[config.mk]
export PLATFORM = sky130hd
export DESIGN_NAME = pipe_hazard_ctrl_flat
export DESIGN_NICKNAME = d
export VERILOG_FILES = /design/src/rtl/pipe_hazard_ctrl_if.sv /design/src/rtl/pipe_hazard_ctrl.sv /design/src/flat_wrapper.sv
export SDC_FILE = /design/constraint.sdc
export NUM_CORES = 1
export LEC_CHECK = 0
export BUFFER_PORTS_ARGS = -buffer_cell sky130_fd_sc_hd__buf_4
export CELL_PAD_IN_SITES_DETAIL_PLACEMENT = 1
export CELL_PAD_IN_SITES_GLOBAL_PLACEMENT = 2
export CORE_MARGIN = 2
export CORE_UTILIZATION = 30
export CTS_CLUSTER_SIZE = 40
export DETAILED_ROUTE_END_ITERATION = 12
export PLACE_DENSITY_LB_ADDON = 0.25
export SETUP_SLACK_MARGIN = 0.02
export SKIP_CTS_REPAIR_TIMING = 1
export SLEW_MARGIN = 20
export SYNTH_ARGS = -nofsm -noshare
export SYNTH_HDL_FRONTEND = slang
export SYNTH_SLANG_ARGS = --single-unit
[constraint.sdc]
create_clock -name clk -period 3.2 [get_ports clk]
set_input_delay 0.16 -clock clk [delete_from_list [all_inputs] [get_ports clk]]
set_output_delay 0.16 -clock clk [all_outputs]
set_load 0.1 [all_outputs]
[src/rtl/pipe_hazard_ctrl_if.sv]
// Control bundle between hazard detection, the pipeline sequencer and the stage registers.
// master = hazard/debug side driving requests; slave = the sequencer.
interface pipe_hazard_ctrl_if #(
  parameter int CNT_W = 32
);
  logic             lu_stall_req;
  logic             branch_taken;
  logic             mem_req;
  logic             mem_ready;
  logic             dbg_halt;
  logic             dbg_step;
  logic             pc_en;
  logic             if_id_en;
  logic             id_ex_en;
  logic             ex_mem_en;
  logic             mem_wb_en;
  logic             if_id_flush;
  logic             id_ex_flush;
  logic             ex_mem_bubble;
  logic             mem_wb_bubble;
  logic             pc_redirect;
  logic             halted;
  logic             mem_err;
  logic [CNT_W-1:0] cyc_cnt;
  logic [CNT_W-1:0] stall_cnt;
  logic [CNT_W-1:0] flush_cnt;

  modport master (
    output lu_stall_req, branch_taken, mem_req, mem_ready, dbg_halt, dbg_step,
    input  pc_en, if_id_en, id_ex_en, ex_mem_en, mem_wb_en,
    input  if_id_flush, id_ex_flush, ex_mem_bubble, mem_wb_bubble, pc_redirect,
    input  halted, mem_err, cyc_cnt, stall_cnt, flush_cnt
  );

  modport slave (
    input  lu_stall_req, branch_taken, mem_req, mem_ready, dbg_halt, dbg_step,
    output pc_en, if_id_en, id_ex_en, ex_mem_en, mem_wb_en,
    output if_id_flush, id_ex_flush, ex_mem_bubble, mem_wb_bubble, pc_redirect,
    output halted, mem_err, cyc_cnt, stall_cnt, flush_cnt
  );
endinterface

[src/rtl/pipe_hazard_ctrl.sv]
// Pipeline sequencer for the 5-stage RV32I core: stage enables, flush/bubble strobes,
// debug halt/step, data-memory wait with timeout, and saturating performance counters.
module pipe_hazard_ctrl #(
  parameter int CNT_W       = 32,
  parameter int MEM_TIMEOUT = 255
) (
  input  logic             clk,
  input  logic             rstn,
  pipe_hazard_ctrl_if.slave bus
);

  typedef enum logic [1:0] {
    RUN      = 2'd0,
    MEM_WAIT = 2'd1,
    HALTED   = 2'd2,
    STEP     = 2'd3
  } state_t;

  localparam logic [15:0] TMO_LAST = 16'(MEM_TIMEOUT - 1);

  state_t      state_reg, state_next;
  logic [15:0] tmo_reg, tmo_next;
  logic        mem_err_reg, mem_err_next;

  logic mem_stall;
  logic freeze;
  logic pc_en, if_id_en, id_ex_en, ex_mem_en, mem_wb_en;
  logic if_id_flush, id_ex_flush, ex_mem_bubble, mem_wb_bubble, pc_redirect;

  assign mem_stall = bus.mem_req & ~bus.mem_ready;

  always_ff @(posedge clk or negedge rstn) begin
    if (!rstn) begin
      state_reg   <= RUN;
      tmo_reg     <= '0;
      mem_err_reg <= 1'b0;
    end else begin
      state_reg   <= state_next;
      tmo_reg     <= tmo_next;
      mem_err_reg <= mem_err_next;
    end
  end

  always_comb begin
    state_next    = state_reg;
    tmo_next      = tmo_reg;
    mem_err_next  = mem_err_reg;
    freeze        = 1'b0;
    pc_en         = 1'b1;
    if_id_en      = 1'b1;
    id_ex_en      = 1'b1;
    ex_mem_en     = 1'b1;
    mem_wb_en     = 1'b1;
    if_id_flush   = 1'b0;
    id_ex_flush   = 1'b0;
    ex_mem_bubble = 1'b0;
    mem_wb_bubble = 1'b0;
    pc_redirect   = 1'b0;

    case (state_reg)
      RUN, STEP: begin
        if (mem_stall) begin
          freeze     = 1'b1;
          state_next = MEM_WAIT;
        end else begin
          state_next = bus.dbg_halt ? HALTED : RUN;
        end
      end
      MEM_WAIT: begin
        // A pending halt waits here until the access completes or times out.
        if (bus.mem_ready) begin
          state_next = bus.dbg_halt ? HALTED : RUN;
          tmo_next   = '0;
        end else begin
          freeze = 1'b1;
          if (tmo_reg == TMO_LAST) begin
            mem_err_next = 1'b1;
            state_next   = RUN;
            tmo_next     = '0;
          end else begin
            tmo_next = tmo_reg + 16'd1;
          end
        end
      end
      HALTED: begin
        freeze = 1'b1;
        if (bus.dbg_step) begin
          state_next = STEP;
        end else if (!bus.dbg_halt) begin
          state_next = RUN;
        end
      end
      default: state_next = RUN;
    endcase

    // Frozen: only MEM/WB moves, carrying a NOP so WB does not repeat an instruction.
    if (freeze) begin
      pc_en         = 1'b0;
      if_id_en      = 1'b0;
      id_ex_en      = 1'b0;
      ex_mem_en     = 1'b0;
      mem_wb_bubble = 1'b1;
    end else if (bus.lu_stall_req) begin
      pc_en         = 1'b0;
      if_id_en      = 1'b0;
      id_ex_en      = 1'b0;
      ex_mem_bubble = 1'b1;
    end else if (bus.branch_taken) begin
      pc_redirect = 1'b1;
      if_id_flush = 1'b1;
      id_ex_flush = 1'b1;
    end
  end

  // Counter order: 0 = cycles, 1 = stalled cycles, 2 = redirects.
  logic [2:0]            cnt_inc;
  logic [2:0][CNT_W-1:0] cnt_q;

  assign cnt_inc = {pc_redirect, ~pc_en, 1'b1};

  genvar gi;
  generate
    for (gi = 0; gi < 3; gi++) begin : g_cnt
      logic [CNT_W-1:0] cnt_reg;
      always_ff @(posedge clk or negedge rstn) begin
        if (!rstn) begin
          cnt_reg <= '0;
        end else if (cnt_inc[gi] && (cnt_reg != {CNT_W{1'b1}})) begin
          cnt_reg <= cnt_reg + CNT_W'(1);
        end
      end
      assign cnt_q[gi] = cnt_reg;
    end
  endgenerate

  assign bus.pc_en         = pc_en;
  assign bus.if_id_en      = if_id_en;
  assign bus.id_ex_en      = id_ex_en;
  assign bus.ex_mem_en     = ex_mem_en;
  assign bus.mem_wb_en     = mem_wb_en;
  assign bus.if_id_flush   = if_id_flush;
  assign bus.id_ex_flush   = id_ex_flush;
  assign bus.ex_mem_bubble = ex_mem_bubble;
  assign bus.mem_wb_bubble = mem_wb_bubble;
  assign bus.pc_redirect   = pc_redirect;
  assign bus.halted        = (state_reg == HALTED);
  assign bus.mem_err       = mem_err_reg;
  assign bus.cyc_cnt       = cnt_q[0];
  assign bus.stall_cnt     = cnt_q[1];
  assign bus.flush_cnt     = cnt_q[2];

endmodule

[src/flat_wrapper.sv]
// flat-port wrapper written by rule: the top's interface ports become plain ports
module pipe_hazard_ctrl_flat 
#(
  parameter int CNT_W       = 32,
  parameter int MEM_TIMEOUT = 255
)
  (clk, rstn, bus_lu_stall_req, bus_branch_taken, bus_mem_req, bus_mem_ready, bus_dbg_halt, bus_dbg_step, bus_pc_en, bus_if_id_en, bus_id_ex_en, bus_ex_mem_en, bus_mem_wb_en, bus_if_id_flush, bus_id_ex_flush, bus_ex_mem_bubble, bus_mem_wb_bubble, bus_pc_redirect, bus_halted, bus_mem_err, bus_cyc_cnt, bus_stall_cnt, bus_flush_cnt);
  pipe_hazard_ctrl_if #(.CNT_W(CNT_W)) bus_i ();
  input  logic clk;
  input  logic rstn;
  input wire logic [$bits(bus_i.lu_stall_req)-1:0] bus_lu_stall_req;
  input wire logic [$bits(bus_i.branch_taken)-1:0] bus_branch_taken;
  input wire logic [$bits(bus_i.mem_req)-1:0] bus_mem_req;
  input wire logic [$bits(bus_i.mem_ready)-1:0] bus_mem_ready;
  input wire logic [$bits(bus_i.dbg_halt)-1:0] bus_dbg_halt;
  input wire logic [$bits(bus_i.dbg_step)-1:0] bus_dbg_step;
  output wire logic [$bits(bus_i.pc_en)-1:0] bus_pc_en;
  output wire logic [$bits(bus_i.if_id_en)-1:0] bus_if_id_en;
  output wire logic [$bits(bus_i.id_ex_en)-1:0] bus_id_ex_en;
  output wire logic [$bits(bus_i.ex_mem_en)-1:0] bus_ex_mem_en;
  output wire logic [$bits(bus_i.mem_wb_en)-1:0] bus_mem_wb_en;
  output wire logic [$bits(bus_i.if_id_flush)-1:0] bus_if_id_flush;
  output wire logic [$bits(bus_i.id_ex_flush)-1:0] bus_id_ex_flush;
  output wire logic [$bits(bus_i.ex_mem_bubble)-1:0] bus_ex_mem_bubble;
  output wire logic [$bits(bus_i.mem_wb_bubble)-1:0] bus_mem_wb_bubble;
  output wire logic [$bits(bus_i.pc_redirect)-1:0] bus_pc_redirect;
  output wire logic [$bits(bus_i.halted)-1:0] bus_halted;
  output wire logic [$bits(bus_i.mem_err)-1:0] bus_mem_err;
  output wire logic [$bits(bus_i.cyc_cnt)-1:0] bus_cyc_cnt;
  output wire logic [$bits(bus_i.stall_cnt)-1:0] bus_stall_cnt;
  output wire logic [$bits(bus_i.flush_cnt)-1:0] bus_flush_cnt;
  assign bus_i.lu_stall_req = bus_lu_stall_req;
  assign bus_i.branch_taken = bus_branch_taken;
  assign bus_i.mem_req = bus_mem_req;
  assign bus_i.mem_ready = bus_mem_ready;
  assign bus_i.dbg_halt = bus_dbg_halt;
  assign bus_i.dbg_step = bus_dbg_step;
  assign bus_pc_en = bus_i.pc_en;
  assign bus_if_id_en = bus_i.if_id_en;
  assign bus_id_ex_en = bus_i.id_ex_en;
  assign bus_ex_mem_en = bus_i.ex_mem_en;
  assign bus_mem_wb_en = bus_i.mem_wb_en;
  assign bus_if_id_flush = bus_i.if_id_flush;
  assign bus_id_ex_flush = bus_i.id_ex_flush;
  assign bus_ex_mem_bubble = bus_i.ex_mem_bubble;
  assign bus_mem_wb_bubble = bus_i.mem_wb_bubble;
  assign bus_pc_redirect = bus_i.pc_redirect;
  assign bus_halted = bus_i.halted;
  assign bus_mem_err = bus_i.mem_err;
  assign bus_cyc_cnt = bus_i.cyc_cnt;
  assign bus_stall_cnt = bus_i.stall_cnt;
  assign bus_flush_cnt = bus_i.flush_cnt;
  pipe_hazard_ctrl #(.CNT_W(CNT_W), .MEM_TIMEOUT(MEM_TIMEOUT)) u_core (.clk(clk), .rstn(rstn), .bus(bus_i));
endmodule
* Word-level counts from Yosys, hierarchy flattened
Index checks and enable logic that the tools add are counted.
** Word-level totals
- Bits in registers :: 115
- Input port bits :: 8
- Output and inout bits :: 108
- Logic and storage cells :: 49
** Operators by class
- $add $sub $neg :: 4
- Eq/ne operators :: 9
- Mux-type cells :: 21
- Bitwise operators :: 3
- Reductions and logical operators :: 6
** Operators by type and width (number)
- adder 32 x 1 -> 32 bit, second input constant :: 3
- inequality test 32 bit, second input constant :: 3
- two-way mux 16 bit :: 2
- adder 16 x 1 -> 16 bit, second input constant :: 1
- equality test 16 x 8 -> 1 bit, second input constant :: 1
- two-way mux 2 bit :: 6
- two-way mux 1 bit :: 11
- one-hot mux 2 bit (3 select lines) :: 1
- equality test 2 bit, second input constant :: 2
- inequality test 3 x 2 -> 1 bit, second input constant :: 1
- inequality test 3 bit, second input constant :: 1
- one-hot mux 1 bit (3 select lines) :: 1
- AND reduction 3 bit :: 1
- equality test 2 x 1 -> 1 bit, second input constant :: 1
- logical AND 1 bit :: 2
- logical NOT 2 bit :: 1
- NOT 1 bit :: 2
- AND reduction 2 bit :: 1
- OR reduction 2 bit :: 1
- bitwise AND 1 bit :: 1

* Depth between registers and ports, before layout
Gate-level depths: netlist (run 1).
- Depth after elaboration :: 7
- Gate-level depth with buffers :: 10
- Mapped depth without buffers :: 8

* Worst setup path after synthesis (run 1)
OpenSTA, ideal clock, no wires.
- Kind :: reg2out
- Start :: register u_core.state_reg[0]
- End :: output bus_ex_mem_bubble
- Data arrival time :: 5.020 ns
- Data required time :: 3.040 ns
- Path slack :: -1.980 ns
- Stages on the path, launching flop included :: 7
- Path buffers :: 0
- Path through :: dfrtp_1 > inv_1 > ha_1 > nor2b_1 > nor2_1 > inv_1 > nor2_1
** Between the ends
- Elaborated cells between the ends (all ways) :: 7
- Those cells by class :: 3 x eq/ne; 2 x mux; 2 x reduce/logical
** RTL lines
- start: declaration :: line pipe_hazard_ctrl.sv:21 : state_t state_reg, state_next;
- start signal: assignment :: line pipe_hazard_ctrl.sv:38 : state_reg <= state_next;
- equality test 2 bit
- via bus_halted :: line flat_wrapper.sv:27 : output wire logic [$bits(bus_i.halted)-1:0] bus_halted;
- one-hot mux 1 bit (3 select lines) :: line pipe_hazard_ctrl.sv:60 : case (state_reg)
- two-way mux 1 bit :: line pipe_hazard_ctrl.sv:97 : if (freeze) begin
- end: declaration :: line flat_wrapper.sv:24 : output wire logic [$bits(bus_i.ex_mem_bubble)-1:0] bus_ex_mem_bubble;
The timed path passes the listed nets, and every way through them passes these cells.

* Worst setup path in the final report (run 1)
- Start :: register u_core.state_reg[1]
- End :: output bus_id_ex_flush
** Between the ends
- Word-level cells in the longest chain between the ends :: 4
- Elaborated cells between the ends (all ways) :: 7
- Those cells by class :: 3 x eq/ne; 2 x mux; 2 x reduce/logical
** RTL lines
- equality test 2 bit / logical NOT 2 bit (equally long branches) :: line pipe_hazard_ctrl.sv:60
- OR reduction 2 bit :: line pipe_hazard_ctrl.sv:60
- one-hot mux 1 bit (3 select lines) * :: line pipe_hazard_ctrl.sv:60
- two-way mux 1 bit * :: line pipe_hazard_ctrl.sv:97
- end: declaration :: line flat_wrapper.sv:23 : output wire logic [$bits(bus_i.id_ex_flush)-1:0] bus_id_ex_flush;
Every way passes the cells marked *; elsewhere a longest branch is shown, timed or not.

==> results of run 1 <==
## critical path, cell delays in order (launching register included)
cell and delay [ns]:
sky130_fd_sc_hd__dfrtp_1 0.39, sky130_fd_sc_hd__inv_1 0.08, sky130_fd_sc_hd__ha_1 0.37, sky130_fd_sc_hd__mux2i_1 0.20, sky130_fd_sc_hd__o2111ai_1 0.51, sky130_fd_sc_hd__buf_4 0.25
sky130_fd_sc_hd__inv_1 0.08, sky130_fd_sc_hd__buf_4 0.24
## path summary, 6_finish.rpt
check / start / endpoint / slack, ns / cells after the start
worst max-delay path: u_core.state_reg[1]$_DFFE_PN0P_ / bus_id_ex_flush / 0.50 / 7
min in group asynchronous: rstn / u_core.tmo_reg[12]$_DFFE_PN0N_ / 0.39 / 2
worst min register to register: u_core.bus.mem_err$_DFFE_PN0P_ / u_core.bus.mem_err$_DFFE_PN0P_ / 0.49 / 1
worst max register to register: u_core.state_reg[1]$_DFFE_PN0P_ / u_core.bus.stall_cnt[17]$_DFFE_PN0P_ / 0.53 / 8
max in group asynchronous: rstn / u_core.bus.stall_cnt[11]$_DFFE_PN0P_ / 2.01 / 3
worst min-delay path: bus_mem_req / u_core.state_reg[0]$_DFFE_PN0P_ / 0.09 / 3
## per-layer routing
metal  track usage, %  vias to the layer above
met4             6.15                        0
li1                 -                     2277
met2             25.9                       93
met5                0                        -
met1             21.6                     2444
met3             3.32                       21
## final cells by class
cell class / count / area share, %
Inverter: 19 / 1.00
Timing Repair Buffer: 118 / 12.0
Tap cell: 234 / 3.90
Clock inverter: 12 / 1.73
Sequential cell: 115 / 38.4
Multi-Input combinational cell: 413 / 36.9
Clock buffer: 20 / 6.09
## where the power goes
| part | internal, mW | switching [mW] |
|---|---|---|
| combinational | 0.404 | 1.46 |
| clock | 1.18 | 0.708 |
| sequential | 1.57 | 0.173 |
## stage by stage
stage | hold slack (ns) | worst slack (ns) | power (mW) | cells
3_3_place_gp | 0.281 | 0.684 | 3.62 | 898
3_5_place_dp | 0.292 | 0.555 | 3.65 | 898
6_report | 0.0911 | 0.497 | 5.50 | 931
4_1_cts | -0.158 | 0.487 | 5.57 | 930
2_1_floorplan | -0.136 | 0.0307 | 3.22 | 560
5_1_grt | 0.123 | 0.322 | 5.74 | 931
## kinds of logic after synthesis
family                   share of synthesized area (%)
buffers and inverters                             2.49
XOR/XNOR                                          12.6
adder cells (fa/ha/maj)                           1.52
AND/OR/NAND/NOR                                   24.0
flip-flops                                        49.8
other                                           0.0650
multiplexers                                      1.13
AO/OA/AOI/OAI                                     8.39
## cell usage in the layout (no fill, tap or decap), drive strengths merged, types with 2 or more instances in the layout
cell type	n
xnor2	57
nand3	47
o21bai	2
nor4b	3
dfrtp	115
a41oi	2
xor2	26
nor2	30
bufinv	2
o21ai	20
nand2	47
nand4b	2
clkbuf	20
nand3b	2
a31oi	9
o2bb2ai	2
nand2b	6
a221oi	2
clkinv	4
nor4	14
and4	11
o21a	2
buf	117
a211oi	3
nor2b	2
nor3	15
and2	7
o2111ai	2
and3	18
inv	19
mux2	4
mux2i	2
clkinvlp	6
or2	2
a41o	2
ha	7
nand4	39
a21oi	14
==> run_results.csv, run 1 <==
group,metric,value,unit
yosys,post_synth_inst_count,560,
hold_path,min-delay-path-class,"input pin to flip-flop",
yosys,synth_enable_flop_cells,0,
yosys,yosys_warnings,0,
clocking,tritoncts,"done",
die,placeableCoreArea,18800,um2
die,chipHeight,143,um
setup_path,worst-path-max-fanout,10,
clocking,cts.root.buffer_cell,"sky130_fd_sc_hd__clkbuf_16",
drt,via_count,4835,
sta,final_min_period_over_clock_period,84.5,%
placement,dpl.hpwl,11.3,mm
setup_path,cp.arrival,2.54,ns
drt,routedWlPerCell,16.9,um
sta,layout_min_cycle_time,2.70,ns
drt,wl_met1,7.37,mm
placement,port-buffer-count,114,
drt,routed_via_density,5.19,
yosys,netlist.area_leader.share,49.8,%
sta,report.final.setup_viol,0,
power_and_ir_drop,p_leak,3.34,nW
yosys,synth.area.top_cells,"sky130_fd_sc_hd__dfrtp_1 (50%), sky130_fd_sc_hd__xnor2_1 (8.6%), sky130_fd_sc_hd__nand4_1 (4.2%), sky130_fd_sc_hd__nand3_1 (4.1%), sky130_fd_sc_hd__xor2_1 (3.9%)",
sta,maxSlewViolCount,0,
yosys,post-synth-top-count-cell,"sky130_fd_sc_hd__dfrtp_1",
yosys,synth.lib_cells_used.distinct,59,
drt,detail-route-antenna-nets,0,
clocking,cts.path.max_buffers,2,
cells_and_area,area_of_the_multi_input_gates,2770,um2
clocking,cts-htree-levels,4,
placement,finalWeightedCongestion,0.779,
power_and_ir_drop,vdd.ir_drop.worst,547,uV
yosys,postSynth.topFlopCell,"sky130_fd_sc_hd__dfrtp_1",
sta,hold_violations,0,
clocking,numCtsBuffers,17,
sta,tightestPinTransition,0.844,ns
sta,max_clock_freq,0.370,GHz
cells_and_area,nNetsFinal,699,
global_routing,first_global_vias,5005,
drt,wl,15.7,mm
global_routing,grt_antenna_before_repair,0,
die,num_io_pins,116,
drt,top_signal_layer_used,"met4",
setup_path,end_kind,"output pin",
global_routing,grt_pass1_wl,26.3,mm
yosys,netlist_area,5770,um2
die,initial_utilization,30.8,%
global_routing,pin_count_of_the_biggest_net_entering_global_routing,60,
sta,final.setup.tns,0,ns
yosys,share_of_the_yosys_chip_area_belonging_to_registers,49.8,%
yosys,syn-num-nets,575,
setup_path,required_time_of_the_critical_path,3.04,ns
setup_path,startpoint_type_of_the_worst_setup_path,"flip-flop",
power_and_ir_drop,power_density_cells,734,nW/um2
clocking,clk_pin_slew,0.05,ns
drt,detail_route.iter0.violations,203,
drt,detailroute.wirelength.met2,7.49,mm
cells_and_area,insertedDiodeCount,0,
yosys,postSynth.asyncResetShare,100,%
cells_and_area,n_fill_cell,2126,
setup_path,critical_path_class,"flip-flop to output pin",
yosys,synth_commonest_cells,"sky130_fd_sc_hd__dfrtp_1 (115), sky130_fd_sc_hd__xnor2_1 (57), sky130_fd_sc_hd__nand2_1 (47), sky130_fd_sc_hd__nand3_1 (47), sky130_fd_sc_hd__nand4_1 (39)",
sta,grt_setup_unrepaired,"false",
yosys,synth.largest_area_cell,"sky130_fd_sc_hd__dfrtp_1",
clocking,tritoncts_num_sinks,115,
die,fp.dieArea,20400,um2
cells_and_area,final_core_utilization,40.0,%
cells_and_area,sequential_cell_area_in_the_final_layout,2880,um2
clocking,worstSkewPairLatency,0.42,ns
outcome,status,"completed",
cells_and_area,fin_area,7500,um2
drt,drc_errors_left,0,
cells_and_area,area_delta_synth_final,30.0,%
drt,first_pass_iters,4,
sta,final.setup_skew,0.0120,ns
cells_and_area,layout-drive-gt1-share,24.5,%
job,max-cap-violations,0,
global_routing,grt_usage,16.2,%
sta,max-slew-margin-rel,43.2,%
yosys,post_synth.cell_area_avg,10.3,um2
die,rows,50,
drt,met3_wirelength,618,um
global_routing,globalRoute.totalOverflow,0,
die,dieWidth,143,um
yosys,number_of_synthesized_register_bits,115,
placement,dpl-instance-area,6910,um2
Power figures use the tool's default switching activity.
==> run 2, diff against run 1 <==
==> constraint.sdc (replaced) <==
create_clock -name clk -period 2.2 [get_ports clk]
set_input_delay 0.11 -clock clk [delete_from_list [all_inputs] [get_ports clk]]
set_output_delay 0.11 -clock clk [all_outputs]
set_load 0.1 [all_outputs]
==> run 2 against run 1 <==
Effect of this change:
- the run now ends with setup timing left
- combinational power rose by 63%
- non-clock buffer count increased by 40
- wire length is 4.1% higher
- die area is the same
- setup slack got worse by 0.58 ns
- total power up 49%
- register-to-register slack got worse by 0.53 ns
- critical path depth is the same
- clock power increased by 38%
- first-iteration DRC count rose by 0.49%
- largest power group is now combinational logic
==> run_results.csv, run 2 (same netlist as run 1, synthesis figures left out) <==
group,metric,value,unit
drt,via_count,4932,
die,fp.dieArea,20400,um2
placement,dpl-instance-area,7240,um2
placement,port-buffer-count,114,
placement,finalWeightedCongestion,0.793,
sta,maxSlewViolCount,0,
die,num_io_pins,116,
cells_and_area,most-common-layout-cells,"sky130_fd_sc_hd__buf_4 (145), sky130_fd_sc_hd__dfrtp_2 (91), sky130_fd_sc_hd__xnor2_1 (57), sky130_fd_sc_hd__nand2_1 (47), sky130_fd_sc_hd__nand3_1 (47)",
sta,report.final.setup_viol,4,
global_routing,grt_pass1_wl,26.8,mm
outcome,status,"finished with violations",
setup_path,rr_worst_depth,8,
cells_and_area,fin_area,8090,um2
setup_path,endpoint,"bus_id_ex_flush",
cells_and_area,nNetsFinal,739,
setup_path,startpoint_type_of_the_worst_setup_path,"flip-flop",
sta,setup_slack,-0.0852,ns
power_and_ir_drop,share_comb_of_total_power,37.0,%
power_and_ir_drop,vdd.ir_drop.worst,1230,uV
global_routing,grt_antenna_before_repair,0,
clocking,tritoncts,"done",
power_and_ir_drop,share_seq_of_total_power,31.2,%
power_and_ir_drop,power_density_cells,1010,nW/um2
die,chipHeight,143,um
power_and_ir_drop,power.share.switching,41.6,%
power_and_ir_drop,pwr-share-clk,31.8,%
sta,max_clock_freq,0.438,GHz
hold_path,min-delay-path-class,"input pin to flip-flop",
sta,grt_setup_unrepaired,"true",
setup_path,critical_path_class,"flip-flop to output pin",
sta,final_min_period_over_clock_period,104,%
cells_and_area,area_delta_synth_final,40.1,%
die,rows,50,
drt,wl,16.4,mm
drt,drc_errors_left,0,
job,max-cap-violations,0,
setup_path,critical_path.cell_chain,"inv_2 -> ha_4 -> mux2i_4 -> o2111ai_4 -> buf_6 -> clkinvlp_4 -> buf_12",
setup_path,timing.critical_path.slowest_stage_cell,"sky130_fd_sc_hd__dfrtp_1",
global_routing,globalRoute.totalOverflow,0,
setup_path,max_stage_delay,0.40,ns
power_and_ir_drop,p_total,8.21,mW
setup_path,cp.arrival,2.18,ns
clocking,numCtsBuffers,17,
setup_path,required_time_of_the_critical_path,2.09,ns
setup_path,reg_to_reg_startpoint,"u_core.state_reg[0]$_DFFE_PN0P_",
power_and_ir_drop,total_switching_power,3.42,mW
clocking,clk_pin_slew,0.05,ns
drt,first_pass_iters,4,
cells_and_area,insertedDiodeCount,0,
die,initial_utilization,30.8,%
global_routing,first_global_vias,5153,
cells_and_area,n_fill_cell,2105,
die,dieWidth,143,um
sta,final.hold.worst_slack,0.00568,ns
power_and_ir_drop,p_leak,3.44,nW
drt,detail-route-antenna-nets,0,
drt,routed_via_density,5.08,
placement,dpl.hpwl,11.7,mm
global_routing,grt_usage,16.7,%
cells_and_area,layout.cells.most_common,"sky130_fd_sc_hd__buf_4",
clocking,worstSkewPairLatency,0.42,ns
sta,max-slew-margin-rel,53.7,%
sta,layout_min_cycle_time,2.29,ns
die,placeableCoreArea,18800,um2
setup_path,worst-path-max-fanout,5,
cells_and_area,layout-drive-gt1-share,42.7,%
sta,hold_violations,0,
setup_path,end_kind,"output pin",
global_routing,pin_count_of_the_biggest_net_entering_global_routing,51,
outcome,violations,"setup timing",
setup_path,worst-r2r-setup-slack,0,ns
hold_path,hold_path_startpoint,"bus_dbg_step",
clocking,cts.root.buffer_cell,"sky130_fd_sc_hd__clkbuf_16",
drt,routedWlPerCell,16.9,um
power_and_ir_drop,cellInternalPower,4.79,mW
sta,final.setup_skew,0.00862,ns
clocking,cts.path.max_buffers,2,
setup_path,crit_start,"u_core.state_reg[0]$_DFFE_PN0P_",
clocking,cts-htree-levels,4,
drt,detail_route.iter0.violations,204,
cells_and_area,final_core_utilization,43.1,%
clocking,tritoncts_num_sinks,115,
sta,tightestPinTransition,0.694,ns
setup_path,r2r_end,"u_core.bus.flush_cnt[1]$_DFFE_PN0P_",
## run 2: power by group through the flow
stage	Clock [mW]	Sequential (mW)	Combinational, mW
3_5_place_dp	0	2.59	2.89
5_1_grt	2.79	2.60	3.19
6_report	2.61	2.56	3.04
3_3_place_gp	0	2.58	2.85
2_1_floorplan	0	3.46	1.34
4_1_cts	2.68	2.56	2.89
## run 2: worst max-delay path, delay by kind of cell, from the launching register on
family | cells | cell delay [ns]
compound gates | 1 | 0.29
fa+ha+maj | 1 | 0.22
flops | 1 | 0.40
mux | 1 | 0.21
buf+inv | 4 | 0.64
## run 2: metrics by stage
step                instances  setup slack, ns  TNS [ns]
floorplan                 560           -0.805     -1.30
global placement          921           0.0449         0
detailed placement        921          -0.0545    -0.102
CTS                       952           -0.309     -1.54
global route              970           -0.168     -1.55
finish                    970          -0.0852    -0.259
## run 2: layer usage
metal / share of wire, % / routed length, um / vias up / GRT usage, %
li1: - / - / 2358 / -
met1: 47 / 7750 / 2468 / 22.0
met2: 48 / 7870 / 86 / 26.9
met3: 3.6 / 586 / 20 / 4.36
met4: 1.1 / 186 / 0 / 5.11
met5: 0 / 0 / - / 0
## run 2: how the worst min path moves through the flow
stage	cells past startpoint	slack, ns	end
6_report	3	0.006	u_core.state_reg[0]$_DFFE_PN0P_
5_1_grt	3	0.02	u_core.state_reg[1]$_DFFE_PN0P_
4_1_cts	1	-0.24	u_core.tmo_reg[13]$_DFFE_PN0N_
3_5_place_dp	1	0.20	u_core.tmo_reg[13]$_DFFE_PN0N_
3_3_place_gp	1	0.20	u_core.tmo_reg[13]$_DFFE_PN0N_
2_1_floorplan	0	-0.19	u_core.bus.cyc_cnt[0]$_DFFE_PN0P_
## run 2: area by class of cell
class	instances	area [um2]	share of cell area [%]
Multi-Input combinational cell	413	2880	35.6
Inverter	19	81.3	1.01
Clock buffer	26	499	6.17
Clock inverter	5	50.0	0.619
Timing Repair Buffer	158	1280	15.8
Sequential cell	115	3010	37.2
Tap cell	234	293	3.62
==> run 3, diff against run 2 <==
--- a/config.mk
+++ b/config.mk
@@ -14,8 +14,8 @@
 export DETAILED_ROUTE_END_ITERATION = 12
 export PLACE_DENSITY_LB_ADDON = 0.25
 export SETUP_SLACK_MARGIN = 0.02
-export SKIP_CTS_REPAIR_TIMING = 1
 export SLEW_MARGIN = 20
 export SYNTH_ARGS = -nofsm -noshare
 export SYNTH_HDL_FRONTEND = slang
 export SYNTH_SLANG_ARGS = --single-unit
+export TNS_END_PERCENT = 10
==> run 3 against run 2 <==
Effect of this change:
- the flow still finishes with violations (setup timing)
- cell area increased by 1.0%
- sequential power about the same
- total power increased by 6.2%
- register-to-register slack better by 0.03 ns
- first-iteration DRC count up 2.9%
- fmax up 1.9%
- wire length grew 3.2%
- hold slack improved by 0.039 ns
- count of clock-buffer cells in the layout shrank 3
- via count grew 1.2%
- non-clock buffer count up 8
- utilization is 0.44 points higher
- largest power group unchanged
- highest routed layer unchanged
==> run_results.csv, run 3 (same netlist as run 1, synthesis figures left out) <==
group,metric,value,unit
clocking,numCtsBuffers,17,
power_and_ir_drop,vdd.ir_drop.worst,828,uV
clocking,tritoncts,"done",
setup_path,critical_path_class,"flip-flop to output pin",
die,placeableCoreArea,18800,um2
sta,report.final.setup_viol,4,
outcome,violations,"setup timing",
drt,routedWlPerCell,17.3,um
setup_path,cp.arrival,2.13,ns
outcome,status,"finished with violations",
clocking,cts.path.max_buffers,2,
cells_and_area,insertedDiodeCount,0,
global_routing,grt_pass1_wl,27.7,mm
die,fp.dieArea,20400,um2
setup_path,worst-r2r-setup-slack,0.03,ns
setup_path,startpoint_type_of_the_worst_setup_path,"flip-flop",
setup_path,required_time_of_the_critical_path,2.09,ns
global_routing,pin_count_of_the_biggest_net_entering_global_routing,60,
cells_and_area,sequential_cell_area_in_the_final_layout,2910,um2
setup_path,cp_bufs_invs,3,
sta,grt_setup_unrepaired,"true",
cells_and_area,layout-drive-gt1-share,33.8,%
cells_and_area,n_fill_cell,2073,
sta,setup_slack,-0.0436,ns
cells_and_area,most-common-layout-cells,"sky130_fd_sc_hd__buf_4 (149), sky130_fd_sc_hd__dfrtp_1 (92), sky130_fd_sc_hd__xnor2_1 (57), sky130_fd_sc_hd__nand2_1 (47), sky130_fd_sc_hd__nand3_1 (47)",
setup_path,worst-path-max-fanout,3,
power_and_ir_drop,power_density_cells,1070,nW/um2
cells_and_area,area_delta_synth_final,41.6,%
clocking,tritoncts_num_sinks,115,
sta,final_min_period_over_clock_period,102,%
drt,wl,16.9,mm
die,rows,50,
drt,drc_errors_left,0,
die,dieWidth,143,um
placement,place_ws,-0.107,ns
cells_and_area,layout.cells.most_common,"sky130_fd_sc_hd__buf_4",
sta,hold_violations,0,
setup_path,max_stage_delay,0.37,ns
drt,routed_via_density,5.10,
global_routing,grt_usage,17.1,%
sta,max-slew-margin-rel,57.1,%
drt,first_pass_iters,4,
clocking,worstSkewPairLatency,0.42,ns
hold_path,min-delay-path-class,"input pin to flip-flop",
die,num_io_pins,116,
placement,dpl.hpwl,12.2,mm
global_routing,globalRoute.totalOverflow,0,
sta,maxSlewViolCount,0,
placement,dpl-instance-area,7230,um2
die,initial_utilization,30.8,%
setup_path,critical_path.cell_chain,"inv_2 -> ha_4 -> mux2i_4 -> nor2_2 -> nor2_4 -> clkinvlp_4 -> nor2_4 -> buf_12",
clocking,clk_pin_slew,0.05,ns
clocking,cts.root.buffer_cell,"sky130_fd_sc_hd__clkbuf_16",
job,max-cap-violations,0,
cells_and_area,nNetsFinal,747,
setup_path,end_kind,"output pin",
setup_path,timing.critical_path.slowest_stage_cell,"sky130_fd_sc_hd__dfrtp_1",
placement,finalWeightedCongestion,0.783,
setup_path,worst_path_dominant_cell_family,"buffers and inverters",
cells_and_area,fin_area,8170,um2
global_routing,first_global_vias,5353,
drt,via_count,4990,
power_and_ir_drop,p_leak,3.62,nW
sta,layout_min_cycle_time,2.24,ns
sta,final.setup_skew,0.00817,ns
die,chipHeight,143,um
global_routing,grt_antenna_before_repair,0,
drt,detail-route-antenna-nets,0,
drt,detail_route.iter0.violations,210,
placement,port-buffer-count,114,
cells_and_area,area_of_the_multi_input_gates,2890,um2
setup_path,path_common_cell,"sky130_fd_sc_hd__nor2_4",
sta,tightestPinTransition,0.640,ns
sta,max_clock_freq,0.446,GHz
clocking,cts-htree-levels,4,
## run 3: repair_timing
item | 4_1_cts | 5_1_grt
gates resized for setup | 23 | 20
pin swaps | 5 | 8
setup buffers | 5 | 8
hold buffers | 1 | 0
hold endpoints to repair | 32 | 0
setup endpoints to repair | 21 | 44
## run 3: cell type report
class / count / share of cell area [%]
repair buffers: 166 / 16.7
flip-flops and latches: 115 / 35.6
clock buffers: 23 / 5.97
clock inverters: 9 / 1.84
multi-input cells: 413 / 35.3
well taps: 234 / 3.58
inverters: 19 / 0.995
## run 3: worst paths after layout
kind,from,endpoint,cells past startpoint
setup / recovery,u_core.state_reg[0]$_DFFE_PN0P_,bus_ex_mem_bubble,8
hold / removal,bus_dbg_halt,u_core.state_reg[1]$_DFFE_PN0P_,3
setup reg to reg,u_core.state_reg[0]$_DFFE_PN0P_,u_core.bus.flush_cnt[1]$_DFFE_PN0P_,9
hold reg to reg,u_core.bus.stall_cnt[15]$_DFFE_PN0P_,u_core.bus.stall_cnt[15]$_DFFE_PN0P_,1
max in group asynchronous,rstn,u_core.bus.stall_cnt[21]$_DFFE_PN0P_,3
min in group asynchronous,rstn,u_core.tmo_reg[8]$_DFFE_PN0N_,2
## run 3: where the power goes
| part | switching (mW) | internal, mW |
|---|---|---|
| Combinational | 2.26 | 0.906 |
| Clock | 0.991 | 2.01 |
| Sequential | 0.248 | 2.30 |
| Total | 3.50 | 5.22 |
## run 3: stage by stage
| stage | power, mW | setup TNS (ns) | hold WS, ns | cells | util, % |
|---|---|---|---|---|---|
| after floorplan | 4.79 | -16.36 | -0.186 | 560 | - |
| after global placement | 5.44 | -0.0309 | 0.117 | 933 | 38.5 |
| after detailed placement | 5.50 | -0.280 | 0.126 | 933 | 38.5 |
| after CTS | 8.72 | -0.364 | 0.0264 | 971 | 42.7 |
| after global routing | 9.08 | -1.01 | 0.0739 | 979 | 43.5 |
| final | 8.72 | -0.166 | 0.0443 | 979 | 43.5 |
## run 3: metal layers
| layer | part of all wire [%] | GRT usage (%) | vias to the layer above |
|---|---|---|---|
| met5 | 0 | 0 | - |
| met4 | 1.2 | 5.58 | 0 |
| met3 | 3.1 | 3.69 | 17 |
| met2 | 50 | 28.7 | 82 |
| met1 | 46 | 22.1 | 2518 |
| li1 | - | - | 2373 |
## run 3: tightest hold or removal path: stages
cell and delay (ns):
sky130_fd_sc_hd__buf_4 0.10, sky130_fd_sc_hd__a221oi_1 0.08, sky130_fd_sc_hd__a21oi_1 0.12
